$ cat config.mk
export PLATFORM = sky130hd
export DESIGN_NAME = apb_cmd_master
export DESIGN_NICKNAME = d
export VERILOG_FILES = /design/src/rtl/apb_cmd_master.sv
export SDC_FILE = /design/constraint.sdc
export NUM_CORES = 1
export LEC_CHECK = 0
export CAP_MARGIN = 20
export CORE_AREA = 4 4 131 133
export CTS_CLUSTER_SIZE = 8
export DETAILED_ROUTE_END_ITERATION = 10
export DIE_AREA = 0 0 135 137
export PLACE_DENSITY = 0.86
export SYNTH_ARGS = -nofsm -noshare
export SYNTH_HDL_FRONTEND = slang
export SYNTH_SLANG_ARGS = --single-unit
$ cat constraint.sdc
create_clock -name PCLK -period 5.7 [get_ports PCLK]
set_clock_uncertainty 0.2 [all_clocks]
set_input_delay 1.14 -clock PCLK [delete_from_list [all_inputs] [get_ports PCLK]]
set_output_delay 1.14 -clock PCLK [all_outputs]
set_load 0.02 [all_outputs]
$ cat src/rtl/apb_cmd_master.sv
// APB requester: turns a valid/ready command stream into AMBA3 APB transfers on a shared bus
// of up to four slaves and returns read data / error status on a valid/ready response channel.
module apb_cmd_master #(
    parameter int unsigned P_NUM         = 4,
    parameter logic [31:0] P_ADDR_START0 = 32'h0000_0000,
    parameter logic [31:0] P_ADDR_START1 = 32'h0001_0000,
    parameter logic [31:0] P_ADDR_START2 = 32'h0002_0000,
    parameter logic [31:0] P_ADDR_START3 = 32'h0003_0000,
    parameter int unsigned P_SIZE0       = 1024,
    parameter int unsigned P_SIZE1       = 1024,
    parameter int unsigned P_SIZE2       = 1024,
    parameter int unsigned P_SIZE3       = 1024,
    parameter int unsigned P_TIMEOUT     = 256
) (
    input  logic             PCLK,
    input  logic             PRESET,
    input  logic             req_valid,
    output logic             req_ready,
    input  logic [31:0]      req_addr,
    input  logic             req_write,
    input  logic [31:0]      req_wdata,
    output logic             rsp_valid,
    input  logic             rsp_ready,
    output logic [31:0]      rsp_rdata,
    output logic             rsp_err,
    output logic [P_NUM-1:0] PSEL,
    output logic [31:0]      PADDR,
    output logic             PENABLE,
    output logic             PWRITE,
    output logic [31:0]      PWDATA,
    input  logic [31:0]      PRDATA0,
    input  logic [31:0]      PRDATA1,
    input  logic [31:0]      PRDATA2,
    input  logic [31:0]      PRDATA3,
    input  logic [P_NUM-1:0] PREADY,
    input  logic [P_NUM-1:0] PSLVERR
);

    typedef enum logic [1:0] {StIdle, StSetup, StAccess, StResp} state_e;

    localparam logic [3:0][31:0] START = {P_ADDR_START3, P_ADDR_START2,
                                          P_ADDR_START1, P_ADDR_START0};
    localparam logic [3:0][32:0] SIZE  = {33'(P_SIZE3), 33'(P_SIZE2),
                                          33'(P_SIZE1), 33'(P_SIZE0)};
    localparam logic [31:0] TMO_LAST   = (P_TIMEOUT == 0) ? 32'd0 : 32'(P_TIMEOUT - 1);

    state_e      state_q, state_d;
    logic [1:0]  sel_q, sel_d;
    logic [31:0] addr_q, addr_d;
    logic        write_q, write_d;
    logic [31:0] wdata_q, wdata_d;
    logic [31:0] rdata_q, rdata_d;
    logic        err_q, err_d;
    logic [31:0] tcnt_q, tcnt_d;

    logic        hit;
    logic [1:0]  hit_idx;
    logic [3:0]  pready_pad, pslverr_pad, psel_full;
    logic        pready_sel, pslverr_sel;
    logic [31:0] prdata_sel;

    // Scan downwards so the lowest matching window wins on overlap.
    always_comb begin
        hit     = 1'b0;
        hit_idx = 2'd0;
        for (int i = 3; i >= 0; i--) begin
            if (i < int'(P_NUM) &&
                {1'b0, req_addr} >= {1'b0, START[i]} &&
                {1'b0, req_addr} <  {1'b0, START[i]} + SIZE[i]) begin
                hit     = 1'b1;
                hit_idx = 2'(i);
            end
        end
    end

    // Only the selected slave's response signals are ever consulted.
    always_comb begin
        pready_pad  = 4'(PREADY);
        pslverr_pad = 4'(PSLVERR);
        pready_sel  = pready_pad[sel_q];
        pslverr_sel = pslverr_pad[sel_q];
        case (sel_q)
            2'd0:    prdata_sel = PRDATA0;
            2'd1:    prdata_sel = PRDATA1;
            2'd2:    prdata_sel = PRDATA2;
            default: prdata_sel = PRDATA3;
        endcase
    end

    always_comb begin
        state_d = state_q;
        sel_d   = sel_q;
        addr_d  = addr_q;
        write_d = write_q;
        wdata_d = wdata_q;
        rdata_d = rdata_q;
        err_d   = err_q;
        tcnt_d  = tcnt_q;
        case (state_q)
            StIdle: begin
                if (req_valid) begin
                    addr_d  = req_addr;
                    write_d = req_write;
                    wdata_d = req_wdata;
                    tcnt_d  = 32'd0;
                    if (hit) begin
                        sel_d   = hit_idx;
                        state_d = StSetup;
                    end else begin
                        rdata_d = 32'd0;
                        err_d   = 1'b1;
                        state_d = StResp;
                    end
                end
            end
            StSetup: begin
                tcnt_d  = 32'd0;
                state_d = StAccess;
            end
            StAccess: begin
                if (pready_sel) begin
                    rdata_d = (write_q || pslverr_sel) ? 32'd0 : prdata_sel;
                    err_d   = pslverr_sel;
                    state_d = StResp;
                end else if (P_TIMEOUT != 0 && tcnt_q == TMO_LAST) begin
                    rdata_d = 32'd0;
                    err_d   = 1'b1;
                    state_d = StResp;
                end else begin
                    tcnt_d = tcnt_q + 32'd1;
                end
            end
            default: begin
                if (rsp_ready) begin
                    state_d = StIdle;
                end
            end
        endcase
    end

    always_ff @(posedge PCLK or posedge PRESET) begin
        if (PRESET) begin
            state_q <= StIdle;
            sel_q   <= 2'd0;
            addr_q  <= 32'd0;
            write_q <= 1'b0;
            wdata_q <= 32'd0;
            rdata_q <= 32'd0;
            err_q   <= 1'b0;
            tcnt_q  <= 32'd0;
        end else begin
            state_q <= state_d;
            sel_q   <= sel_d;
            addr_q  <= addr_d;
            write_q <= write_d;
            wdata_q <= wdata_d;
            rdata_q <= rdata_d;
            err_q   <= err_d;
            tcnt_q  <= tcnt_d;
        end
    end

    always_comb begin
        psel_full = 4'd0;
        if (state_q == StSetup || state_q == StAccess) begin
            psel_full = 4'b0001 << sel_q;
        end
    end

    assign PSEL      = psel_full[P_NUM-1:0];
    assign PENABLE   = (state_q == StAccess);
    assign PADDR     = addr_q;
    assign PWRITE    = write_q;
    assign PWDATA    = wdata_q;
    assign req_ready = (state_q == StIdle);
    assign rsp_valid = (state_q == StResp);
    assign rsp_rdata = rdata_q;
    assign rsp_err   = err_q;

endmodule
==> qor.csv <==
stage;metric;value;unit
worst_setup_path;CP Max Fanout;37;
logic_synthesis;Synth Warn #;0;
logic_synthesis;Post-synth EDFFs;0;
global_route;largest net degree at the start of global routing;103;
global_route;GR Util met1;0.271;
worst_setup_path;crit path kind;reg -> out;
global_route;vias in the first global route;6229;
die;Die Ht;137;um
logic_synthesis;Cell Area, Synth;0.00665;mm2
route;DR WL/cell;20.5;um
logic_synthesis;Gate Count Post-Synth;542;
route;Vias/cell;5.43;
run_status;status;finished, final reports clean;
global_route;total grt overflow;0;
logic_synthesis;Synth area leaders;dfrtp_1, mux2_2, mux4_2, o2bb2ai_1, inv_1;
sta;Worst Tran Pin Value;0.897;ns
place;port bufs;309;
pwr;P_leak;4.28;nW
logic_synthesis;Synth Flop Type;dfrtp_1;
global_route;met3 Use GR;0.0982;
pwr;PD cells;426;mW/mm2
worst_setup_path;crit start category;flop;
clocking;CTS H-tree lvls;4;
sta;relative slew slack;0.402;
logic_synthesis;Async SR Flop Fraction;1.00;
place;Final GP Congestion;0.829;
logic_synthesis;top-count cell post-synth;dfrtp_1;
sta;Final Max Slew Viols;0;
worst_setup_path;setup slack, reg-to-reg;2.43;ns
global_route;grt met2 use;0.395;
logic_synthesis;area fraction of the dominant cell type after synthesis;0.504;
logic_synthesis;Synth cell types;38;
die;row count;46;
place;Cell Area, Placed;0.00995;mm2
clocking;Worst-Skew Late Latency;0.42;ns
worst_setup_path;Critical Path, Cell by Cell;buf_4 > nor3b_1 > clkdlybuf4s50_1;
place;dpl hpwl;16.7;mm
final_layout;# fillers;1164;
sta;Fmax;274;MHz
sta;Final Hold Viols;0;
clocking;CTS sink count;134;
clocking;Reg clk slew, reported paths;0.06;ns
die;num ports;310;
worst_setup_path;Critical Path RT;4.36;ns
sta;Total Neg Setup Slack;0;ns
logic_synthesis;syn nets;752;
worst_setup_path;Largest stage delay, worst path;0.72;ns
worst_setup_path;CP endpoint kind;output port;
worst_setup_path;crit path DAT;2.31;ns
logic_synthesis;syn_area_per_cell;12.3;um2
final_layout;share of cells above drive strength 1;0.174;
die;die area;0.0185;mm2
global_route;gr busiest metal;met2;
route;Initial DRT Pass Iterations;4;
pwr;maximum vdd drop;419;uV
sta;unrepaired setup endpoints after global routing;no;
logic_synthesis;synth cell count leaders;dfrtp_1, mux2_2, inv_1;
route;ANT nets after route;0;
clocking;Longest Clk Path Bufs;2;
global_route;initial antenna violation count;0;
final_layout;diode count;0;
final_layout;fin area;0.0106;mm2
route;DR vias;5826;
global_route;All-Layer GR Usage;0.233;
clocking;Inserted Clock Buffers;17;
logic_synthesis;Yosys reg bits;134;
clocking;CTS tree;built;
final_layout;nets;1054;
die;core footprint;0.0158;mm2
sta;final worst-path cycle share;0.640;
clocking;Resized cells post-CTS;0;
sta;endpoints failing setup;0;
route;DR iter-0 viols;271;
clocking;Setup Fix Bufs, Post-CTS;0;
logic_synthesis;Synth area leader;dfrtp_1;
clocking;hold buffers post-CTS;0;
job;max-cap violation count;0;
route;DRC Markers;0;
sta;Final min period;3.65;ns
global_route;first-pass GRT wire length;33.3;mm
clocking;Root Buffer;clkbuf_16;
route;final wirelength;22.0;mm
place;dpl cells;1039;
die;Die X;135;um
final_layout;Area Growth Syn to Fin;59.1;%
logic_synthesis;Seq/Total Area, Yosys;0.504;
final_layout;non-filler cells, final;1073;
worst_setup_path;Crit-path slowest cell;clkdlybuf4s50_1;
hold_path;Hold WC Path Type;reg -> reg;
die;Initial Util;0.420;
[kinds of logic (layout without fill, tap and decap cells)]
family	Yosys count	after routing	synth area share
compound gates	82	82	0.0871
xor+xnor	10	10	0.0132
fa+ha+maj	5	5	0.00940
buf+inv	74	389	0.0427
flops	134	134	0.504
mux	102	102	0.230
simple gates	135	135	0.113
[cells in the final DEF, fill, tap and decap left out, types with 2 or more instances in the layout]
cell type | synthesis | layout
bufinv_16 | 0 | 2
clkinvlp_4 | 0 | 4
xnor2_1 | 2 | 2
mux4_2 | 34 | 34
clkinv_4 | 0 | 2
nand2b_1 | 2 | 2
inv_6 | 0 | 3
clkbuf_16 | 0 | 17
dfrtp_1 | 134 | 133
ha_1 | 5 | 5
inv_1 | 39 | 38
nand2_1 | 14 | 13
nand4_1 | 20 | 20
and4_1 | 5 | 5
xor2_1 | 8 | 8
nor4_1 | 11 | 11
nand3_1 | 11 | 11
or3_1 | 15 | 15
a21oi_1 | 21 | 21
clkdlybuf4s50_1 | 0 | 309
buf_4 | 0 | 6
o31ai_1 | 7 | 7
clkinv_2 | 0 | 3
mux2_2 | 68 | 68
and2_1 | 4 | 4
o2bb2ai_1 | 32 | 32
nor2_1 | 21 | 21
or4_1 | 8 | 8
nor3_1 | 13 | 12
o21ai_0 | 14 | 14
nor2b_1 | 2 | 2
and3_1 | 6 | 6
[final timing paths]
check	end	cells after the start	start
worst min-delay path	rsp_rdata[8]	1	rsp_rdata[8]
max in group asynchronous	tcnt_q[16]	3	PRESET
worst max register to register	tcnt_q[12]	6	sel_q[0]
worst max-delay path	PSEL[1]	3	sel_q[0]
min in group asynchronous	PWDATA[5]	2	PRESET
worst min register to register	rsp_rdata[8]	1	rsp_rdata[8]
[where the power goes]
group	switching, mW	internal, mW
logic	1.01	0.991
registers	0.168	1.24
clock network	0.440	0.659
total	1.62	2.89
[layer usage]
metal / vias up / part of all wire
met5: - / 0
li1: 2635 / -
met4: 0 / 0.024
met2: 282 / 0.50
met3: 43 / 0.11
met1: 2866 / 0.37
[state kept, by name, summed over array words and instances (netlist names)]
signal,count
PADDR,32
PWDATA,32
PWRITE,1
rsp_err,1
rsp_rdata,32
sel_q,2
state_q,2
tcnt_q,32
[worst max-delay path, delay by kind of cell, from the launching register on]
family        cells  cell delay (ns)
simple gates      1             0.25
flops             1             0.37
buf+inv           2             1.26
[per-stage QoR]
| step | setup slack (ns) | utilization | power [mW] | hold slack, ns |
|---|---|---|---|---|
| global route | 1.87 | 0.669 | 4.73 | 0.305 |
| CTS | 1.96 | 0.666 | 4.52 | 0.290 |
| floorplan | 0.777 | - | 2.41 | 0.319 |
| detailed placement | 1.55 | 0.629 | 3.40 | 0.277 |
| global placement | 1.61 | 0.628 | 3.36 | 0.271 |
| finish | 2.05 | 0.669 | 4.51 | 0.287 |
[area by class of cell]
| type | count | area, um2 | area share |
|---|---|---|---|
| tap | 216 | 270 | 0.0255 |
| sequential | 134 | 3350 | 0.317 |
| timing repair buffer | 318 | 3190 | 0.301 |
| clock inverter | 14 | 151 | 0.0143 |
| inverter | 39 | 151 | 0.0143 |
| clock buffer | 18 | 439 | 0.0415 |
| multi-input combinational | 334 | 3030 | 0.287 |
No activity file was read; power rests on OpenSTA's default activity.
